File: src/rtl/counter_pkg.sv
// Shared state encoding and direction constants for the triangular sweep controller.
package counter_pkg;

  typedef enum logic [1:0] {
    IDLE = 2'b00,
    UP   = 2'b01,
    DOWN = 2'b10,
    DONE = 2'b11
  } state_t;

  localparam logic DIR_UP   = 1'b1;
  localparam logic DIR_DOWN = 1'b0;

endpackage

File: src/rtl/counter_sweep_ctrl_core.sv
// Loadable up/down counter datapath; load has priority over the enabled step.
module sweep_count_core
  import counter_pkg::*;
#(
  parameter int WIDTH = 8
) (
  input  logic             clk,
  input  logic             reset,
  input  logic             load,
  input  logic [WIDTH-1:0] data,
  input  logic             en,
  input  logic             up_down,
  output logic [WIDTH-1:0] q
);

  logic [WIDTH-1:0] r_q;

  always_ff @(posedge clk or negedge reset) begin
    if (!reset) begin
      r_q <= '0;
    end else if (load) begin
      r_q <= data;
    end else if (en) begin
      r_q <= (up_down == DIR_UP) ? WIDTH'(r_q + 1'b1) : WIDTH'(r_q - 1'b1);
    end
  end

  assign q = r_q;

endmodule

File: src/rtl/counter_sweep_ctrl.sv
// Sequences the counter core through lo->hi->lo sweeps between latched bounds,
// with stop abort, bound validation and finite/continuous sweep counting.
module counter_sweep_ctrl
  import counter_pkg::*;
#(
  parameter int WIDTH   = 8,
  parameter int SWEEP_W = 8
) (
  input  logic               clk,
  input  logic               reset,
  input  logic               start,
  input  logic               stop,
  input  logic [WIDTH-1:0]   lo_bound,
  input  logic [WIDTH-1:0]   hi_bound,
  input  logic [SWEEP_W-1:0] num_sweeps,
  output logic [WIDTH-1:0]   cnt_out,
  output logic               dir,
  output logic               busy,
  output logic               done,
  output logic               cfg_err,
  output logic [SWEEP_W-1:0] sweep_cnt
);

  state_t               r_state, w_next;
  logic [WIDTH-1:0]     r_lo, r_hi;
  logic [SWEEP_W-1:0]   r_num, r_sweep;
  logic                 r_dir, r_cfg_err;

  logic [WIDTH-1:0]     w_q, w_q_inc, w_q_dec;
  logic [SWEEP_W-1:0]   w_sweep_plus;
  logic                 w_load, w_en, w_latch, w_sweep_inc, w_dir_next, w_cfg_next;

  assign w_q_inc      = WIDTH'(w_q + 1'b1);
  assign w_q_dec      = WIDTH'(w_q - 1'b1);
  assign w_sweep_plus = SWEEP_W'(r_sweep + 1'b1);

  sweep_count_core #(.WIDTH(WIDTH)) u_core (
    .clk     (clk),
    .reset   (reset),
    .load    (w_load),
    .data    (lo_bound),
    .en      (w_en),
    .up_down (r_dir),
    .q       (w_q)
  );

  always_comb begin
    w_next      = r_state;
    w_load      = 1'b0;
    w_en        = 1'b0;
    w_latch     = 1'b0;
    w_sweep_inc = 1'b0;
    w_dir_next  = r_dir;
    w_cfg_next  = 1'b0;
    unique case (r_state)
      IDLE: begin
        if (start) begin
          if (lo_bound < hi_bound) begin
            w_latch    = 1'b1;
            w_load     = 1'b1;
            w_dir_next = DIR_UP;
            w_next     = UP;
          end else begin
            w_cfg_next = 1'b1;
          end
        end
      end
      UP: begin
        if (stop) begin
          w_next = DONE;
        end else begin
          w_en = 1'b1;
          if (w_q_inc == r_hi) begin
            w_next     = DOWN;
            w_dir_next = DIR_DOWN;
          end
        end
      end
      DOWN: begin
        if (stop) begin
          w_next = DONE;
        end else begin
          w_en = 1'b1;
          if (w_q_dec == r_lo) begin
            w_sweep_inc = 1'b1;
            w_dir_next  = DIR_UP;
            // num_sweeps of zero means run until stopped
            w_next      = ((r_num != '0) && (w_sweep_plus == r_num)) ? DONE : UP;
          end
        end
      end
      DONE: w_next = IDLE;
    endcase
  end

  always_ff @(posedge clk or negedge reset) begin
    if (!reset) begin
      r_state   <= IDLE;
      r_dir     <= DIR_UP;
      r_cfg_err <= 1'b0;
      r_lo      <= '0;
      r_hi      <= '0;
      r_num     <= '0;
      r_sweep   <= '0;
    end else begin
      r_state   <= w_next;
      r_dir     <= w_dir_next;
      r_cfg_err <= w_cfg_next;
      if (w_latch) begin
        r_lo    <= lo_bound;
        r_hi    <= hi_bound;
        r_num   <= num_sweeps;
        r_sweep <= '0;
      end else if (w_sweep_inc) begin
        r_sweep <= w_sweep_plus;
      end
    end
  end

  assign cnt_out   = w_q;
  assign dir       = r_dir;
  assign busy      = (r_state == UP) || (r_state == DOWN);
  assign done      = (r_state == DONE);
  assign cfg_err   = r_cfg_err;
  assign sweep_cnt = r_sweep;

endmodule
File: config.mk
export PLATFORM = sky130hd
export DESIGN_NAME = counter_sweep_ctrl
export DESIGN_NICKNAME = d
export VERILOG_FILES = /design/src/rtl/counter_pkg.sv /design/src/rtl/counter_sweep_ctrl_core.sv /design/src/rtl/counter_sweep_ctrl.sv
export SDC_FILE = /design/constraint.sdc
export NUM_CORES = 1
export LEC_CHECK = 0
export CORE_ASPECT_RATIO = 0.8
export CORE_MARGIN = 2
export CORE_UTILIZATION = 45
export DETAILED_ROUTE_END_ITERATION = 10
export GPL_ROUTABILITY_DRIVEN = 0
export PLACE_DENSITY = 0.77
export SLEW_MARGIN = 25
export SYNTH_ARGS = -nofsm -noshare
export SYNTH_HDL_FRONTEND = slang
export SYNTH_HIERARCHICAL = 1
export SYNTH_SLANG_ARGS = --single-unit
File: constraint.sdc
create_clock -name clk -period 3.8 [get_ports clk]
set_input_delay 0.76 -clock clk [delete_from_list [all_inputs] [get_ports clk]]
set_output_delay 0.76 -clock clk [all_outputs]
set_load 0.005 [all_outputs]
# ---- After elaboration in Yosys (flattened, before gate mapping)
# Index checks and enable logic that the tools add are counted.
dict set report classes {
  n_eq_ne 14
  reduce_logical 10
  magnitude_cmp 1
  n_mux 31
  addsub 3
}
# op n
set ops {}
lappend ops {{$mux 8} 5}
lappend ops {{$eq 8x8->1} 3}
lappend ops {{$mux 1} 17}
lappend ops {{$add 8x1->8 const B} 2}
lappend ops {{$mux 2} 7}
lappend ops {{$ne 2x2->1 const B} 6}
lappend ops {{$lt 8x8->1} 1}
lappend ops {{$pmux 2 s4} 1}
lappend ops {{$reduce_bool 8->1} 1}
lappend ops {{$sub 8x1->8 const B} 1}
lappend ops {{$reduce_and 7->1} 1}
lappend ops {{$ne 3x3->1 const B} 2}
lappend ops {{$eq 2x2->1 const B} 2}
lappend ops {{$reduce_and 4->1} 1}
lappend ops {{$reduce_bool 2->1} 2}
lappend ops {{$pmux 1 s3} 1}
lappend ops {{$reduce_bool 3->1} 1}
lappend ops {{$eq 2x1->1 const B} 1}
lappend ops {{$logic_not 2->1} 1}
lappend ops {{$reduce_or 2->1} 1}
lappend ops {{$logic_and 1x1->1} 1}
lappend ops {{$logic_or 1x1->1} 1}
dict set report totals {
  reg_bits 44
  input_bits 28
  out_inout_bits 20
  wordCells 67
}

# ---- Logic depth before layout (Yosys ltp)
# Gate-level depths: netlist (run 1).
dict set report depth {
  depth_word 7
  mapped_depth 13
  mapped_depth_nobuf 10
}

# ---- Modules after synthesis
# The synthesis (run 1) kept the hierarchy.
# module seq_area_each_um2 n_inst area_per_inst_um2 cells_per_inst
set modules_own_cells {}
lappend modules_own_cells {counter_sweep_ctrl 902.1 1 2474.9 252}
lappend modules_own_cells {sweep_count_core 200.2 1 666.9 75}

# ---- Worst setup path before layout (run 1)
# Ideal clock, no wire load.
dict set report synth_path {
  path_type {input port to flip-flop}
  start {input port hi_bound[2]}
  end {register u_core.r_q[6], in the netlist u_core/q[6]}
  n_path_buf 3
  required_time_ns 3.676
  arrival_time_ns 3.080
  stages 13
  setup_time_ns 0.124
  path_slack_ns 0.596
  path_cell_list {inv_1 > ha_1 > a21o_1 > a31oi_1 > o21ai_0 > a21oi_1 > and3_1 > clkbuf_1 > clkbuf_1 > clkbuf_1 > nor2_1 > a22o_1 > a211o_1}
}
dict set report synth_between {
  elab_chain_len 5
  elab_cells_between_ends 6
  classes_between {order compare: 1; mux: 4; reduce/logical: 1}
}
# item line_no
set synth_rtl {}
lappend synth_rtl {{from (decl)} counter_sweep_ctrl.sv:14} ;# input logic [WIDTH-1:0] hi_bound,
lappend synth_rtl {{$lt 8x8->1 (*)} counter_sweep_ctrl.sv:58} ;# if (lo_bound < hi_bound) begin
lappend synth_rtl {{$mux 1 (*) (3 in a row)} n/a}
lappend synth_rtl {{named net w_latch} counter_sweep_ctrl.sv:31} ;# logic w_load, w_en, w_latch, w_sweep_inc, w_dir_next, w_cfg_next;
lappend synth_rtl {{$mux 8 / $reduce_bool 2->1 (equally long branches)} n/a}
lappend synth_rtl {{to (signal assigned)} counter_sweep_ctrl_core.sv:22} ;# r_q <= data;
lappend synth_rtl {{to (signal assigned)} counter_sweep_ctrl_core.sv:24} ;# r_q <= (up_down == DIR_UP) ? WIDTH'(r_q + 1'b1) : WIDTH'(r_q - 1'b1);
lappend synth_rtl {{to (decl)} counter_sweep_ctrl_core.sv:16} ;# logic [WIDTH-1:0] r_q;
# The timed path passes the listed nets; every way through them passes the cells marked *.
# A chain may end at the register's enable or synchronous reset.

# ---- Worst setup path in the final report (run 1)
dict set report layout_path {
  start {input port hi_bound[2]}
  end {register r_num[5]}
}
dict set report layout_between {
  elab_chain_len 4
}
# item line_no
set layout_rtl {}
lappend layout_rtl {{$lt 8x8->1} counter_sweep_ctrl.sv:58}
lappend layout_rtl {{$mux 1} counter_sweep_ctrl.sv:58}
lappend layout_rtl {{$mux 1} counter_sweep_ctrl.sv:57} ;# if (start) begin
lappend layout_rtl {{$mux 1} counter_sweep_ctrl.sv:55} ;# unique case (r_state)
lappend layout_rtl {{to (signal assigned)} counter_sweep_ctrl.sv:112} ;# r_num <= num_sweeps;
lappend layout_rtl {{to (decl)} counter_sweep_ctrl.sv:26} ;# logic [SWEEP_W-1:0] r_num, r_sweep;
# No other way between the ends.

==> results of run 1 <==
[flip-flops by register name (all words and copies together), names as in the netlist]
| name | count |
|---|---|
| r_lo | 8 |
| r_num | 8 |
| r_state | 2 |
| u_core/q | 8 |
| sweep_cnt | 8 |
| cfg_err | 1 |
| r_hi | 8 |
| dir | 1 |
[per-stage QoR]
step / setup WS [ns] / cells / cell area (µm²)
global placement: 0.432 / 450 / 3680
CTS: 0.633 / 458 / 3770
detailed placement: 0.325 / 450 / 3680
finish: 0.607 / 458 / 3770
floorplan: 0.596 / 327 / 3140
global route: 0.472 / 458 / 3770
[power by group]
group	internal (µW)	switching, µW	total (µW)
registers	655	290	945
clock network	148	158	306
logic	727	605	1330
[cell usage after synthesis (3+ instances only)]
cell type  count
dfrtp_1       43
mux2_2        26
nand2_1       23
xnor2_1       22
ha_1          20
nor2_1        17
inv_1         16
a21oi_1       15
xor2_1        14
o21ai_0       13
clkbuf_1      12
nand2b_1      10
nand3_1        8
a21o_1         7
nor3_1         6
nor4_1         6
a211oi_1       5
nand4_1        4
nor4b_1        4
a31oi_1        3
and3_1         3
mux2i_1        3
nand3b_1       3
nand4b_1       3
nor2b_1        3
[final timing paths]
check	startpoint	end	slack, ns	cells past startpoint
max reg2reg	u_core/q[0]	sweep_cnt[6]	0.84	9
min reg2reg	r_hi[0]	r_hi[0]	0.53	1
max in group asynchronous	reset	u_core/q[1]	2.97	1
min	reset	sweep_cnt[0]	0.43	1
min in group clk	r_hi[0]	r_hi[0]	0.53	1
max	hi_bound[2]	r_num[5]	0.61	10
[cell type report]
class / count / area share, %
multi-input combinational: 253 / 50.8
tap: 87 / 2.88
timing repair buffer: 50 / 13.0
clock inverter: 1 / 0.199
clock buffer: 7 / 2.29
inverter: 16 / 1.59
sequential: 44 / 29.2
[routing by layer]
layer	track usage (%)	up-vias
met5	0	-
met4	6.67	0
met3	3.61	13
met2	30.0	67
met1	26.4	1228
li1	-	1268
[cell families (layout without fill, tap and decap cells)]
family	count (synthesis)	after routing
mux	29	29
flops	44	44
xor+xnor	36	36
buf+inv	30	74
compound gates	65	65
simple gates	102	102
fa+ha+maj	21	21
[worst max-delay path: stages]
cell and delay (ns):
clkdlybuf4s50_1 0.48, inv_1 0.05, ha_1 0.29, a21o_1 0.19
a31oi_1 0.22, o21ai_0 0.16, a21oi_1 0.24, and3_2 0.28
buf_4 0.32, mux2_2 0.38
==> metrics.cfg, run 1 <==
[route]
antenna_left=0
drt_pre_antenna_iters=4
wl_met3_um=420
route.vias.total=2576
wl_met2_um=3240
drc_errors=0
top_layer_used=met4
drt_iter0_drc=159
routed_wl_um=7100
viasPerCell=5.62
routedWlPerCell_um=15.5
met1_length_um=3330

[power]
ir_drop_uv=348
p_leak_uw=0.00158
report.power.total_uw=2580
p_per_area_nw_per_um2=684

[sta]
setup_violations=0
holdWs_ns=0.433
finalCritPeriodShare_pct=84.0
max_slew_margin_pct=57.8
period_minus_slack_ns=3.19
finalHoldViolCount=0
grt_setup_unrepaired=false
setup-tns-final_ns=0
max_freq_mhz=313
finClkSkew_ns=0.0111
drv_slew=0
worst_slew_pin_slew_ns=0.629

[run_status]
outcome=finished, final reports clean

[critical_path]
cp_max_fo=26
crit_type=input pin to flop
crit_arrival_ns=3.38
crit_path_start_kind=input pin
endpoint_kind=flop
cp.required_ns=3.99

[finish]
drive_gt1_share_pct=12.4
multi_input_area_um2=1920
regArea_um2=1100
fin_util_pct=55.3
diodes=0
final_cell_mix=clkdlybuf4s50_1, dfrtp_1, mux2_2
fill_cells=608
area_growth_pct=20.2
layout_commonest_cell=clkdlybuf4s50_1
nets=419

[cts]
cts_setup_buffers=0
tritoncts=built
cts_hold_buf=0
cts_sinks=44
clk_transition_reported_paths_ns=0.09
cts_buffer_depth=2
insertion_delay_ns=0.30
post_cts_resized=0
htree_levels=2
cts_buffers=5
root_buffer=clkbuf_8

[synthesis]
synth-xor-area-share_pct=10.0
yosysTopAreaCellShare_pct=34.2
yosys.area_share.simple_pct=18.6
syn-cell-area_um2=3140
synthAdderAreaFrac_pct=8.60
muxShareOfSynthArea_pct=10.3
synth_top_family_by_area=simple AND/OR/NAND/NOR gates
yosys.area.top_type=dfrtp_1
synth_seq_cells=44
synth_ff_type=dfrtp_1
synth_compound_area_share_pct=13.5
synth_nets=376
ys_types=57
syn_area_per_cell_um2=9.61
synthArstFlopShare_pct=100
synth_edf_count=0
seq_area_frac_synth_pct=35.1
netlist_instances=327
yosys-top-cells-area=dfrtp_1, mux2_2, ha_1, xnor2_1, xor2_1
ys.warnings.count=6

[floorplanning]
die-area_um2=7670
fp.dieW_um=97.4
die_y_um=78.7
core_area_um2=6820
rows=27
boundaryPins=48
start_util_pct=46.0

[grt]
grt_pass1_wl_um=11900
overflow=0
grt_pass1_vias=2513
antenna_found_initial=0
grt_use_total_pct=19.0
grt_max_degree=45

[run]
drv_cap=0

[place]
hpwl_um=5360
port_buffers=47

[hold_path]
min_path_type=input pin to async pin

(Power assumes the default switching activity.)
==> run 2, diff against run 1 <==
==> constraint.sdc (replaced) <==
create_clock -name clk -period 3.3 [get_ports clk]
set_input_delay 0.66 -clock clk [delete_from_list [all_inputs] [get_ports clk]]
set_output_delay 0.66 -clock clk [all_outputs]
set_load 0.005 [all_outputs]
==> metrics.cfg, run 2 (synthesized netlist as in run 1, its figures left out) <==
[floorplanning]
die-area_um2=7670  ; unchanged
fp.dieW_um=97.4  ; unchanged
start_util_pct=46.0  ; unchanged
core_area_um2=6820  ; unchanged
boundaryPins=48  ; unchanged
die_y_um=78.7  ; unchanged
rows=27  ; unchanged

[cts]
tritoncts=built  ; unchanged
cts_buffers=5  ; unchanged
cts_setup_buffers=0  ; unchanged
cts_hold_buf=0  ; unchanged
clk_transition_reported_paths_ns=0.09  ; about the same
htree_levels=2  ; unchanged
root_buffer=clkbuf_8  ; unchanged
insertion_delay_ns=0.31  ; was 0.30 ns
post_cts_resized=0  ; unchanged
cts_buffer_depth=2  ; unchanged
cts_sinks=44  ; unchanged

[grt]
grt_pass1_vias=2382  ; was 2,513
grt_max_degree=45  ; unchanged
antenna_found_initial=0  ; unchanged
grt_use_total_pct=19.0  ; about the same
grt_pass1_wl_um=11800  ; was 11,900 µm
overflow=0  ; unchanged

[sta]
grt_setup_unrepaired=false  ; unchanged
finClkSkew_ns=0.00516  ; was 0.0111 ns
max_freq_mhz=346
drv_slew=0  ; unchanged
setup_violations=0  ; unchanged
setup-tns-final_ns=0  ; unchanged
fin_ws_ns=0.407  ; was 0.607 ns
finalHoldViolCount=0  ; unchanged
worst_slew_pin_slew_ns=0.632  ; was 0.629 ns
finalCritPeriodShare_pct=87.7
period_minus_slack_ns=2.89
max_slew_margin_pct=57.6  ; was 57.8%

[place]
hpwl_um=5410  ; was 5360 µm
port_buffers=47  ; unchanged
dp_slack_ns=0.106  ; was 0.325 ns
place_area_um2=3720  ; was 3680 µm²

[critical_path]
cp_slowest_stage_delay_ns=0.47  ; was 0.48 ns
cp.required_ns=3.49  ; was 3.99 ns
cp_max_fo=13  ; was 26
path_cells=clkdlybuf4s50_1, inv_1, ha_1, a21o_1, a31oi_1, o21ai_0, a21oi_1, and3_2, buf_4, mux2_2  ; unchanged
crit_arrival_ns=3.09  ; was 3.38 ns
endpoint_kind=flop  ; unchanged
crit_path_start_kind=input pin  ; unchanged
crit_type=input pin to flop  ; unchanged
crit_slowest_cell=clkdlybuf4s50_1  ; unchanged

[route]
drt_iter0_drc=181  ; was 159
drt_pre_antenna_iters=4  ; unchanged
routedWlPerCell_um=15.5  ; about the same
drc_errors=0  ; unchanged
routed_wl_um=7180  ; was 7100 µm
viasPerCell=5.70  ; was 5.62
antenna_left=0  ; unchanged
route.vias.total=2635  ; was 2,576

[power]
pwr-share-clk_pct=13.9  ; was 11.9%
power_frac_comb_pct=51.3  ; was 51.6%
power.switching_uw=1260  ; was 1050 µW
p_per_area_nw_per_um2=808  ; was 684 nW/µm²
p_leak_uw=0.00162  ; was 0.00158 µW
switching_share_pct=40.6  ; was 40.8%
seq_power_share_pct=34.8  ; was 36.6%
ir_drop_uv=306  ; was 348 µV
p_int_uw=1840  ; was 1530 µW

[run]
drv_cap=0  ; unchanged

[finish]
design_area_um2=3840  ; was 3770 µm²
drive_gt1_share_pct=13.6  ; was 12.4%
diodes=0  ; unchanged
area_growth_pct=22.2  ; was 20.2%
final_cell_mix=clkdlybuf4s50_1, dfrtp_1, mux2_2  ; unchanged
nets=423  ; was 419
fin_util_pct=56.3  ; was 55.3%
layout_commonest_cell=clkdlybuf4s50_1  ; unchanged

[hold_path]
min_path_type=input pin to async pin  ; unchanged

[run_status]
outcome=finished, final reports clean  ; unchanged

-- run 2: final timing paths --
kind	startpoint	endpoint	slack, ns	cells after the start
min in group clk	r_lo[1]	r_lo[1]	0.54	1
max	hi_bound[2]	r_hi[5]	0.41	10
max in group asynchronous	reset	r_lo[0]	2.57	1
min	reset	cfg_err	0.34	1
min reg2reg	r_lo[1]	r_lo[1]	0.54	1
max reg2reg	u_core/q[0]	sweep_cnt[6]	0.46	9
-- run 2: power groups by stage --
| stage | sequential, µW | combinational (µW) | clock, µW |
|---|---|---|---|
| floorplan | 950 | 1220 | 0 |
| global placement | 1070 | 1530 | 0 |
| detailed placement | 1090 | 1580 | 0 |
| CTS | 1070 | 1590 | 439 |
| global route | 1110 | 1760 | 458 |
| finish | 1080 | 1590 | 432 |
-- run 2: stage by stage --
stage	power (µW)	instances	hold WS, ns
6_report	3100	462	0.343
3_5_place_dp	2660	454	0.520
4_1_cts	3100	462	0.539
5_1_grt	3330	462	0.387
2_1_floorplan	2170	327	0.364
3_3_place_gp	2600	454	0.513
-- run 2: area by class of cell --
type                       instances  area, µm²
fill                             608       2980
timing repair buffer              54        533
inverter                          16       60.1
clock inverter                     3       47.5
sequential                        44       1100
multi-input combinational        253       1920
tap                               87        109
clock buffer                       5       68.8
-- run 2: metal layers --
metal  up-vias  wire length, µm  global-route usage (%)  share of wire (%)
met5         -                0                       0                  0
met4         0              102                    6.11                1.4
met3         7              366                    3.08                5.1
met2        75             3270                    29.6                 45
met1      1278             3450                    27.3                 48
li1       1275                -                       -                  -
-- run 2: critical path: cells and delay by family --
kind | cells | cell delay (ns)
fa+ha+maj | 1 | 0.28
mux | 1 | 0.35
compound gates | 4 | 0.78
simple gates | 1 | 0.28
buf+inv | 3 | 0.73
==> run 3, diff against run 2 <==
--- a/config.mk
+++ b/config.mk
@@ -7,10 +7,11 @@
 export LEC_CHECK = 0
 export CORE_ASPECT_RATIO = 0.8
 export CORE_MARGIN = 2
-export CORE_UTILIZATION = 45
+export CORE_UTILIZATION = 35
 export DETAILED_ROUTE_END_ITERATION = 10
 export GPL_ROUTABILITY_DRIVEN = 0
-export PLACE_DENSITY = 0.77
+export MAX_ROUTING_LAYER = met4
+export PLACE_DENSITY = 0.67
 export SLEW_MARGIN = 25
 export SYNTH_ARGS = -nofsm -noshare
 export SYNTH_HDL_FRONTEND = slang
==> constraint.sdc (replaced) <==
create_clock -name clk -period 2.55 [get_ports clk]
set_input_delay 0.51 -clock clk [delete_from_list [all_inputs] [get_ports clk]]
set_output_delay 0.51 -clock clk [all_outputs]
set_load 0.005 [all_outputs]
==> metrics.cfg, run 3 (synthesized netlist as in run 1, its figures left out) <==
[route]
antenna_left=0  ; unchanged
drt_iter0_drc=139  ; was 181
viasPerCell=5.30  ; was 5.70
drt_pre_antenna_iters=4  ; unchanged
route.vias.total=2738  ; was 2,635
routed_wl_um=8180  ; was 7180 µm
drc_errors=0  ; unchanged
routedWlPerCell_um=15.8  ; was 15.5 µm

[floorplanning]
boundaryPins=48  ; unchanged
die_y_um=88.7  ; was 78.7 µm
fp.dieW_um=110  ; was 97.4 µm
core_area_um2=8600  ; was 6820 µm²
die-area_um2=9750  ; was 7670 µm²
start_util_pct=36.6  ; was 46.0%
rows=30  ; was 27

[finish]
drive_gt1_share_pct=26.9  ; was 13.6%
fin_util_pct=50.6  ; was 56.3%
nets=454  ; was 423
design_area_um2=4350  ; was 3840 µm²
diodes=0  ; unchanged
area_growth_pct=38.6  ; was 22.2%
final_cell_mix=clkdlybuf4s50_1, dfrtp_1, buf_4  ; was clkdlybuf4s50_1, dfrtp_1, mux2_2
fill_cells=776  ; was 608
layout_commonest_cell=clkdlybuf4s50_1  ; unchanged

[power]
p_per_area_nw_per_um2=1040  ; was 808 nW/µm²
power_frac_comb_pct=56.8  ; was 51.3%
pwr-share-clk_pct=14.0  ; was 13.9%
p_leak_uw=0.00183  ; was 0.00162 µW
power.switching_uw=1820  ; was 1260 µW
p_int_uw=2710  ; was 1840 µW
seq_power_share_pct=29.2  ; was 34.8%
switching_share_pct=40.1  ; was 40.6%
ir_drop_uv=447  ; was 306 µV

[cts]
insertion_delay_ns=0.29  ; was 0.31 ns
root_buffer=clkbuf_8  ; unchanged
cts_buffer_depth=2  ; unchanged
clk_transition_reported_paths_ns=0.09  ; about the same
tritoncts=built  ; unchanged
cts_buffers=5  ; unchanged
cts_sinks=44  ; unchanged
htree_levels=2  ; unchanged

[sta]
finalCritPeriodShare_pct=97.5
holdWs_ns=0.0685  ; was 0.343 ns
max_slew_margin_pct=66.8  ; was 57.6%
setup-tns-final_ns=0  ; unchanged
finalHoldViolCount=0  ; unchanged
worst_slew_pin_slew_ns=0.495  ; was 0.632 ns
setup_violations=0  ; unchanged
fin_ws_ns=0.0632  ; was 0.407 ns
grt_setup_unrepaired=false  ; unchanged
max_freq_mhz=402
period_minus_slack_ns=2.49
finClkSkew_ns=0.00599  ; was 0.00516 ns
drv_slew=0  ; unchanged

[grt]
grt_use_total_pct=17.4  ; was 19.0%
overflow=0  ; unchanged
antenna_found_initial=0  ; unchanged
grt_pass1_wl_um=12800  ; was 11,800 µm
grt_pass1_vias=2591  ; was 2,382
grt_max_degree=20  ; was 45

[critical_path]
r2r_slack_ns=0.10  ; was 0.46 ns
crit_slowest_cell=clkdlybuf4s50_1  ; unchanged
cp.required_ns=2.73  ; was 3.49 ns
crit_arrival_ns=2.67  ; was 3.09 ns
endpoint_kind=flop  ; unchanged
rr_worst_depth=9  ; unchanged
cp_max_fo=7  ; was 13
crit_type=input pin to flop  ; unchanged
timing.rr.start=u_core/q[0]  ; unchanged
path_cells=clkdlybuf4s50_1, inv_1, ha_4, nand4_1, o21ai_2, a21oi_2, and3_4, buf_4, a22o_1, a211o_1  ; was clkdlybuf4s50_1, inv_1, ha_1, a21o_1, a31oi_1, o21ai_0, a21oi_1, and3_2, buf_4, mux2_2
cp_slowest_stage_delay_ns=0.49  ; was 0.47 ns
crit_path_start_kind=input pin  ; unchanged
r2r_end=sweep_cnt[1]  ; was sweep_cnt[6]

[run]
drv_cap=0  ; unchanged

[run_status]
outcome=finished, final reports clean  ; unchanged

[place]
dp_slack_ns=-0.486  ; was 0.106 ns
hpwl_um=5990  ; was 5410 µm
port_buffers=47  ; unchanged
place_area_um2=3920  ; was 3720 µm²

[hold_path]
min_path_type=input pin to async pin  ; unchanged

==> run 3: worst max path at each step <==
stage,startpoint,end,slack (ns)
floorplan,hi_bound[2],u_core/q[6],0.01
global placement,hi_bound[6],r_lo[3],-0.39
detailed placement,hi_bound[6],r_lo[4],-0.49
CTS,hi_bound[2],r_num[4],0.004
global route,u_core/q[0],sweep_cnt[6],0.003
finish,hi_bound[4],u_core/q[6],0.06
==> run 3: cell type report <==
type                            count  area (µm²)  share of cell area [%]
Multi-Input combinational cell    253        2120                    48.7
Sequential cell                    44        1110                    25.4
Timing Repair Buffer               85         800                    18.4
Tap cell                          112         140                    3.22
Clock buffer                        5        68.8                    1.58
Clock inverter                      2        60.1                    1.38
Inverter                           16        60.1                    1.38
==> run 3: per-stage QoR <==
step	cells	power, µW
after floorplan	327	2820
after global placement	501	3550
after detailed placement	501	3610
after CTS	511	4310
after global routing	517	4840
final	517	4530
==> run 3: worst max-delay path: cells and delay by family <==
kind	cells	cell delay, ns
simple gates	2	0.36
compound gates	4	0.81
fa+ha+maj	1	0.27
buf+inv	3	0.71
==> run 3: power by group through the flow <==
| stage | clock network (µW) | logic (µW) | registers, µW |
|---|---|---|---|
| after floorplan | 0 | 1590 | 1230 |
| after global placement | 0 | 2240 | 1310 |
| after detailed placement | 0 | 2290 | 1320 |
| after CTS | 642 | 2360 | 1310 |
| after global routing | 674 | 2800 | 1360 |
| final | 633 | 2580 | 1320 |
==> run 3: repair_timing <==
action / CTS / global route
pin swaps: 4 / 14
setup buffers: 2 / 5
endpoints found under the setup margin: 35 / 36
cloned: 1 / 1
gates resized for setup: 12 / 30
hold buffers: 0 / 0
==> run 3: routing by layer <==
metal | GRT usage [%] | wire, µm | vias to the layer above | share of wire, %
li1 | - | - | 1333 | -
met1 | 24.4 | 4050 | 1342 | 49
met2 | 26.0 | 3750 | 57 | 46
met3 | 3.17 | 304 | 6 | 3.7
met4 | 3.91 | 81 | 0 | 0.99
met5 | - | 0 | - | 0
